$ cat config.mk
export PLATFORM = sky130hd
export DESIGN_NAME = stopwatch_display
export DESIGN_NICKNAME = d
export VERILOG_FILES = /design/src/rtl/stopwatch_display.sv
export SDC_FILE = /design/constraint.sdc
export NUM_CORES = 1
export LEC_CHECK = 0
export BUFFER_PORTS_ARGS = -buffer_cell sky130_fd_sc_hd__buf_2
export CAP_MARGIN = 0
export CELL_PAD_IN_SITES_DETAIL_PLACEMENT = 1
export CELL_PAD_IN_SITES_GLOBAL_PLACEMENT = 1
export CORE_UTILIZATION = 47
export CTS_CLUSTER_DIAMETER = 50
export DETAILED_ROUTE_END_ITERATION = 8
export PLACE_DENSITY = 0.81
export SLEW_MARGIN = 20
export SYNTH_ARGS = -nofsm -noshare
export SYNTH_HDL_FRONTEND = slang
export SYNTH_SLANG_ARGS = --single-unit
$ cat constraint.sdc
create_clock -name clk_c -period 2.8 [get_ports clk_c]
set_input_delay 0.56 -clock clk_c [delete_from_list [all_inputs] [get_ports clk_c]]
set_output_delay 0.56 -clock clk_c [all_outputs]
set_load 0.1 [all_outputs]
$ cat src/rtl/stopwatch_display.sv
// rtl/stopwatch_display.sv - four-digit multiplexed seven-segment driver for a mm:ss stopwatch
//
// Scans four BCD digits onto a common-anode seven-segment display. Digits are
// captured into shadow registers once per frame so a frame never shows a mix of
// old and new values. In adjust mode the selected digit blinks.
//
// Ports:
//   clk_c     in   system clock, rising edge
//   reset     in   asynchronous active-high reset
//   sec_ones  in   [3:0] live BCD seconds ones (scan slot 0)
//   sec_tens  in   [3:0] live BCD seconds tens (scan slot 1)
//   min_ones  in   [3:0] live BCD minutes ones (scan slot 2)
//   min_tens  in   [3:0] live BCD minutes tens (scan slot 3)
//   adj       in   adjust mode active
//   sel       in   [1:0] digit under adjustment (slot number)
//   an        out  [3:0] active-low anode enables, bit k = slot k
//   seg       out  [6:0] active-low cathodes {g,f,e,d,c,b,a}
//   dp        out  active-low decimal point, lit on slot 2 outside adjust mode
module stopwatch_display #(
  parameter int REFRESH_DIV = 100000,
  parameter int BLINK_DIV   = 25000000
) (
  input  logic       clk_c,
  input  logic       reset,
  input  logic [3:0] sec_ones,
  input  logic [3:0] sec_tens,
  input  logic [3:0] min_ones,
  input  logic [3:0] min_tens,
  input  logic       adj,
  input  logic [1:0] sel,
  output logic [3:0] an,
  output logic [6:0] seg,
  output logic       dp
);

  localparam int RC_W = $clog2(REFRESH_DIV);
  localparam int BC_W = $clog2(BLINK_DIV);
  localparam logic [RC_W-1:0] RC_MAX = RC_W'(REFRESH_DIV - 1);
  localparam logic [BC_W-1:0] BC_MAX = BC_W'(BLINK_DIV - 1);

  logic [RC_W-1:0]       rc_q, rc_d;
  logic [1:0]            idx_q, idx_d;
  logic [BC_W-1:0]       bc_q, bc_d;
  logic                  phase_q, phase_d;
  logic [3:0][3:0]       dig_q, dig_d;
  logic                  adj_prev_q, adj_prev_d;
  logic [1:0]            sel_prev_q, sel_prev_d;
  logic [3:0]            an_q, an_d;
  logic [6:0]            seg_q, seg_d;
  logic                  dp_q, dp_d;

  logic rc_end;
  logic frame_end;
  logic restart;
  logic blank;

  function automatic logic [6:0] seg_decode(input logic [3:0] v);
    case (v)
      4'd0:    seg_decode = 7'b1000000;
      4'd1:    seg_decode = 7'b1111001;
      4'd2:    seg_decode = 7'b0100100;
      4'd3:    seg_decode = 7'b0110000;
      4'd4:    seg_decode = 7'b0011001;
      4'd5:    seg_decode = 7'b0010010;
      4'd6:    seg_decode = 7'b0000010;
      4'd7:    seg_decode = 7'b1111000;
      4'd8:    seg_decode = 7'b0000000;
      4'd9:    seg_decode = 7'b0010000;
      default: seg_decode = 7'b0111111;  // non-BCD shows a dash
    endcase
  endfunction

  always_comb begin
    rc_end    = (rc_q == RC_MAX);
    frame_end = rc_end && (idx_q == 2'd3);

    rc_d  = rc_end ? '0 : rc_q + 1'b1;
    idx_d = rc_end ? idx_q + 2'd1 : idx_q;

    // Capture all four digits together at the end of slot 3 only.
    dig_d = frame_end ? {min_tens, min_ones, sec_tens, sec_ones} : dig_q;

    // Entering adjust mode or moving to another digit restarts the blink so
    // the newly selected digit is immediately visible for a full half-period.
    restart    = adj && (!adj_prev_q || (sel != sel_prev_q));
    adj_prev_d = adj;
    sel_prev_d = sel;

    if (restart) begin
      bc_d    = '0;
      phase_d = 1'b1;
    end else if (bc_q == BC_MAX) begin
      bc_d    = '0;
      phase_d = ~phase_q;
    end else begin
      bc_d    = bc_q + 1'b1;
      phase_d = phase_q;
    end

    blank = adj && !phase_q && (idx_q == sel);
    an_d  = blank ? 4'b1111 : ~(4'b0001 << idx_q);
    seg_d = seg_decode(dig_q[idx_q]);
    dp_d  = !((idx_q == 2'd2) && !adj);
  end

  always_ff @(posedge clk_c or posedge reset) begin
    if (reset) begin
      rc_q       <= '0;
      idx_q      <= 2'd0;
      bc_q       <= '0;
      phase_q    <= 1'b1;
      dig_q      <= '0;
      adj_prev_q <= 1'b0;
      sel_prev_q <= 2'd0;
      an_q       <= 4'b1111;
      seg_q      <= 7'b1111111;
      dp_q       <= 1'b1;
    end else begin
      rc_q       <= rc_d;
      idx_q      <= idx_d;
      bc_q       <= bc_d;
      phase_q    <= phase_d;
      dig_q      <= dig_d;
      adj_prev_q <= adj_prev_d;
      sel_prev_q <= sel_prev_d;
      an_q       <= an_d;
      seg_q      <= seg_d;
      dp_q       <= dp_d;
    end
  end

  assign an  = an_q;
  assign seg = seg_q;
  assign dp  = dp_q;

endmodule

# Word level (Yosys, flattened, before mapping)
# Memories as Yosys holds them, arrays and structs flattened. A register that Yosys moved wholly into a read port is not among the register bits.
# Index checks and enable logic that the tools add are counted.
[totals] reg_bits=69 mem_bits_ro=112 inputBits=21 out_inout_bits=12 word_cells=45 mem_count=1
[op_classes] addsub=3 magnitude_cmp=1 n_eq_ne=6 shift=1 n_mux=8 bitwise=2 reduce_logical=11
[mem_list] memory="(name not given)" depth=16 width=7 read_ports=1 rd_clocked_by_memory_dff=1 write_ports=0 line_no="58" source="case (v)"
[ops] op="25-bit two-way mux" n=2
[ops] op="25-bit by 1-bit adder with 25-bit output, second input constant" n=1
[ops] op="25-bit == test, second input constant" n=1
[ops] op="17-bit by 1-bit adder with 17-bit output, second input constant" n=1
[ops] op="17-bit == test, second input constant" n=1
[ops] op="17-bit two-way mux" n=1
[ops] op="4-bit binary-select mux with 2-bit select" n=1
[ops] op="4-bit two-way mux" n=2
[ops] op="1-bit logical AND" n=5
[ops] op="2-bit == test, second input constant" n=2
[ops] op="1-bit zero test" n=4
[ops] op="4-bit inverter" n=1
[ops] op="1-bit by 2-bit left shift with 4-bit output, first input constant" n=1
[ops] op="2-bit by 3-bit less-than comparator with 1-bit output, second input constant" n=1
[ops] op="2-bit by 1-bit adder with 2-bit output, second input constant" n=1
[ops] op="2-bit == test" n=1
[ops] op="1-bit two-way mux" n=2
[ops] op="2-bit inequality test" n=1
[ops] op="2-bit nonzero test" n=1
[ops] op="1-bit logical OR" n=1
[ops] op="1-bit inverter" n=1

# Depth between registers and ports, before layout
[depth] depth_word=4 mapped_depth=7 mapped_depth_nobuf=6

# Least setup slack after synthesis
# No wires, ideal clock.
[synth_timing] path_type="reg-to-reg" from="register rc_q[13]" to="register dig_q[0] in the netlist's numbering" setup_ps=125 arrival_time_ps=1923 path_slack_ps=752 stages_incl_launch_ff=6 path_buffers=1 synth_period_minus_slack_ps=2048 cell_sequence="dfrtp_1 -> or4b_4 -> nor4_4 -> nand2_4 -> buf_6 -> mux2_4"
[synth_via] elab_chain_len=2
[synth_rtl] element="start, declared" line_no="41" source="logic [RC_W-1:0] rc_q, rc_d;"
[synth_rtl] element="start signal, assigned" line_no="119" source="rc_q <= rc_d;"
[synth_rtl] element="17-bit == test" line_no="74" source="rc_end = (rc_q == RC_MAX);"
[synth_rtl] element="1-bit logical AND" line_no="75" source="frame_end = rc_end && (idx_q == 2'd3);"
[synth_rtl] element="end signal, assigned" line_no="123" source="dig_q <= dig_d;"
[synth_rtl] element="end, declared" line_no="45" source="logic [3:0][3:0] dig_q, dig_d;"
# No other way between the ends.
# A chain may end at the register's enable or synchronous reset.

# Worst setup path after layout
[layout_timing] from="register bc_q[0]" to="register bc_q[24]"
[layout_via] elab_chain_len=3 elab_cells_between_ends=4 cone_classes="add/sub (1); eq/ne (1); mux (2)"
[layout_rtl] element="start, declared" line_no="43" source="logic [BC_W-1:0] bc_q, bc_d;"
[layout_rtl] element="start signal, assigned" line_no="110" source="bc_q <= '0;"
[layout_rtl] element="start signal, assigned" line_no="121" source="bc_q <= bc_d;"
[layout_rtl] element="25-bit by 1-bit adder with 25-bit output / 25-bit == test (equally long branches)" line_no="96, 92"
[layout_rtl] element="25-bit two-way mux *" line_no="92" source="end else if (bc_q == BC_MAX) begin"
[layout_rtl] element="25-bit two-way mux *" line_no="89" source="if (restart) begin"
[layout_rtl] element="named net bc_d[24]" line_no="43"
# The timed path passes the listed nets; every way through them passes the cells marked *.

==> flow_summary.yaml <==
status:
  outcome: "complete, no violations"
sta:
  hold_violations: 0
  finalSetupViolCount: 0
  max_freq_mhz: 446
  timing.final.crit_share_pct: 80.1
  finClkSkew_ns: 0.0125
  slew_viol_final: 0
  holdWs_ns: 0.298
  setup_ws_ns: 0.557
  worstMarginPinSlew_ns: 0.487
  fin_tns_setup_ns: 0
  period_needed_ns: 2.24
  grt_setup_unrepaired: "false"
  relSlewSlack_pct: 67.7
setup_path:
  reg2reg_to: "bc_q[24]"
  rr_worst_depth: 5
  critPathArrivalTime_ns: 2.51
  crit_required_ns: 3.07
  path_class: "flop to flop"
  cp_max_fo: 9
  reg2reg_slack_ns: 0.56
  crit_path_end_kind: "flop"
  r2r_start: "bc_q[0]"
  start_kind: "flop"
yosys:
  synth_commonest_cells: "dfrtp_1 (63), nor2_1 (36), nand2_1 (20)"
  synth_cells: 321
  syn_nets: 353
  yosys_warnings: 0
  synth_edf_count: 0
  syn_area_mm2: 0.00363
  synth_top_area_share_pct: 43.5
  synthTopCellsByArea: "dfrtp_1 (43%), dfstp_2 (9.4%), xnor2_1 (4.6%), mux2_4 (4.1%), ha_1 (3.8%)"
  synth_cell_type_count: 41
  ys.flop_type: "dfrtp_1"
  syn_avg_cell_area_um2: 11.3
  ys_ff_latch: 76
  ys_seq_area_share_pct: 52.9
  synth.most_common_cell: "dfrtp_1"
  synthArstFlopShare_pct: 100
  synth_top_cell_by_area: "dfrtp_1"
detailed_routing:
  drt_iter0_drc: 97
  drc: 0
  met1_length_mm: 3.50
  wl_per_cell_um: 16.3
  wirelength_mm: 7.54
  ant_nets: 0
  viasPerCell: 5.45
  met3_length_um: 158
  met2_length_mm: 3.78
  top_layer_used: "met4"
  vias: 2518
  dr.pass1.iters: 4
power:
  max-vdd-ir-drop_v: 0.000265
  cellPowerDensity_mw_per_mm2: 546
  p_leak_nw: 1.82
  p_total_mw: 2.24
final_layout:
  num-fill-cells: 811
  multiInputGateArea_mm2: 0.00160
  drive_gt1_share_pct: 25.1
  syn2layout_area_growth_pct: 13.1
  seq_area_mm2: 0.00192
  design_area_mm2: 0.00410
  antenna_cells: 0
  nets: 390
clock_network:
  cts_setup_buffers: 0
  clock_latency_ns: 0.34
  clkSinkCount: 76
  htreeDepth: 3
  cts_buffer_depth: 2
  clock-root-buffer: "clkbuf_8"
  ctsResizeCount: 0
  path_clk_slew_ns: 0.09
  numCtsBuffers: 9
  tritoncts: "done"
  hold_buffers: 0
floorplanning:
  num_io_pins: 33
  rows: 31
  die_w_um: 89.9
  core_mm2: 0.00737
  start_util_pct: 49.2
  die_y_um: 89.9
  dieArea_mm2: 0.00807
global_route:
  grt_pass1_wl_mm: 13.5
  antenna_found_initial: 0
  first_global_vias: 2727
  grtUsageTotal_pct: 20.7
  grt-ovfl-total: 0
  grt_start_max_net_pins: 77
place:
  placed_area_mm2: 0.00390
  hpwlAfterDp_mm: 5.17
  dp_slack_ns: 0.568
  io_buffer_count: 32
  place.gp.congestion: 0.750
hold_path:
  hp-class: "primary input to async pin"
flow_run:
  maxCapViolCount: 0
layout by cell type (no fill, tap or decap), drive strengths merged, types with 2 or more instances in the layout:
cell	Yosys	layout
dfrtp	63	63
nor2	36	36
buf	3	35
nand2	21	21
xnor2	19	19
inv	16	16
mux2	16	16
o21ai	15	15
a21oi	14	14
xor2	13	13
dfstp	13	13
nand3	13	13
or3	11	11
ha	11	11
clkbuf	6	10
nand4	9	9
nor3	6	6
nor4	6	6
or4	5	5
mux4	4	4
clkinv	0	4
or4b	4	4
and4	3	3
nor2b	3	3
o31ai	2	2
o22a	2	2
a2bb2oi	2	2
bufinv	0	2
stage by stage:
step / cells / util [%]
floorplan: 321 / -
global placement: 446 / 52.9
detailed placement: 446 / 52.9
CTS: 462 / 55.7
global route: 462 / 55.7
finish: 462 / 55.7
worst max-delay path by stage:
stage            start         end  slack (ns)  cells after the start
5_1_grt        bc_q[0]    bc_q[24]        0.42                      5
3_3_place_gp   bc_q[0]    bc_q[24]        0.67                      5
6_report       bc_q[0]    bc_q[24]        0.56                      5
4_1_cts        bc_q[0]    bc_q[24]        0.53                      5
2_1_floorplan    reset  adj_prev_q        0.32                      1
3_5_place_dp   bc_q[0]    bc_q[24]        0.57                      5
worst max-delay path, cell delays in order, from the launching register on:
cell	delay, ns
dfrtp_1	0.42
ha_1	0.23
nand3_2	0.18
or4_1	0.72
or4_1	0.46
a21oi_1	0.17
flip-flops by register name (all words and copies together) (netlist names):
| name | cells |
|---|---|
| bc_q | 25 |
| rc_q | 17 |
| dig_q | 16 |
| seg | 7 |
| an | 4 |
| idx_q | 2 |
| sel_prev_q | 2 |
| adj_prev_q | 1 |
| dp | 1 |
| phase_q | 1 |
kinds of logic (layout without fill, tap and decap cells):
kind of cell	count (synthesis)	in the layout	share of synthesized area (%)
flip-flops	76	76	52.9
adder cells (fa/ha/maj)	11	11	3.79
multiplexers	20	20	8.49
AO/OA/AOI/OAI	36	36	5.73
buffers and inverters	25	67	3.04
XOR/XNOR	32	32	7.73
AND/OR/NAND/NOR	121	121	18.4
cell type report:
type | instances | area share, %
flip-flops and latches | 76 | 46.7
multi-input cells | 220 | 39.0
repair buffers | 35 | 4.76
clock buffers | 10 | 3.11
well taps | 99 | 3.02
clock inverters | 6 | 1.95
inverters | 16 | 1.46
report_power, final:
group / internal, mW / switching, mW
clock: 0.497 / 0.401
combinational: 0.0577 / 0.135
sequential: 1.13 / 0.0191
total: 1.69 / 0.555
metal layers:
layer  global-route usage, %  up-vias
met5                       0        -
met4                    6.99        0
met3                    3.05       13
met2                    34.4       41
met1                    27.9     1269
li1                        -     1195
(Power assumes the default switching activity.)
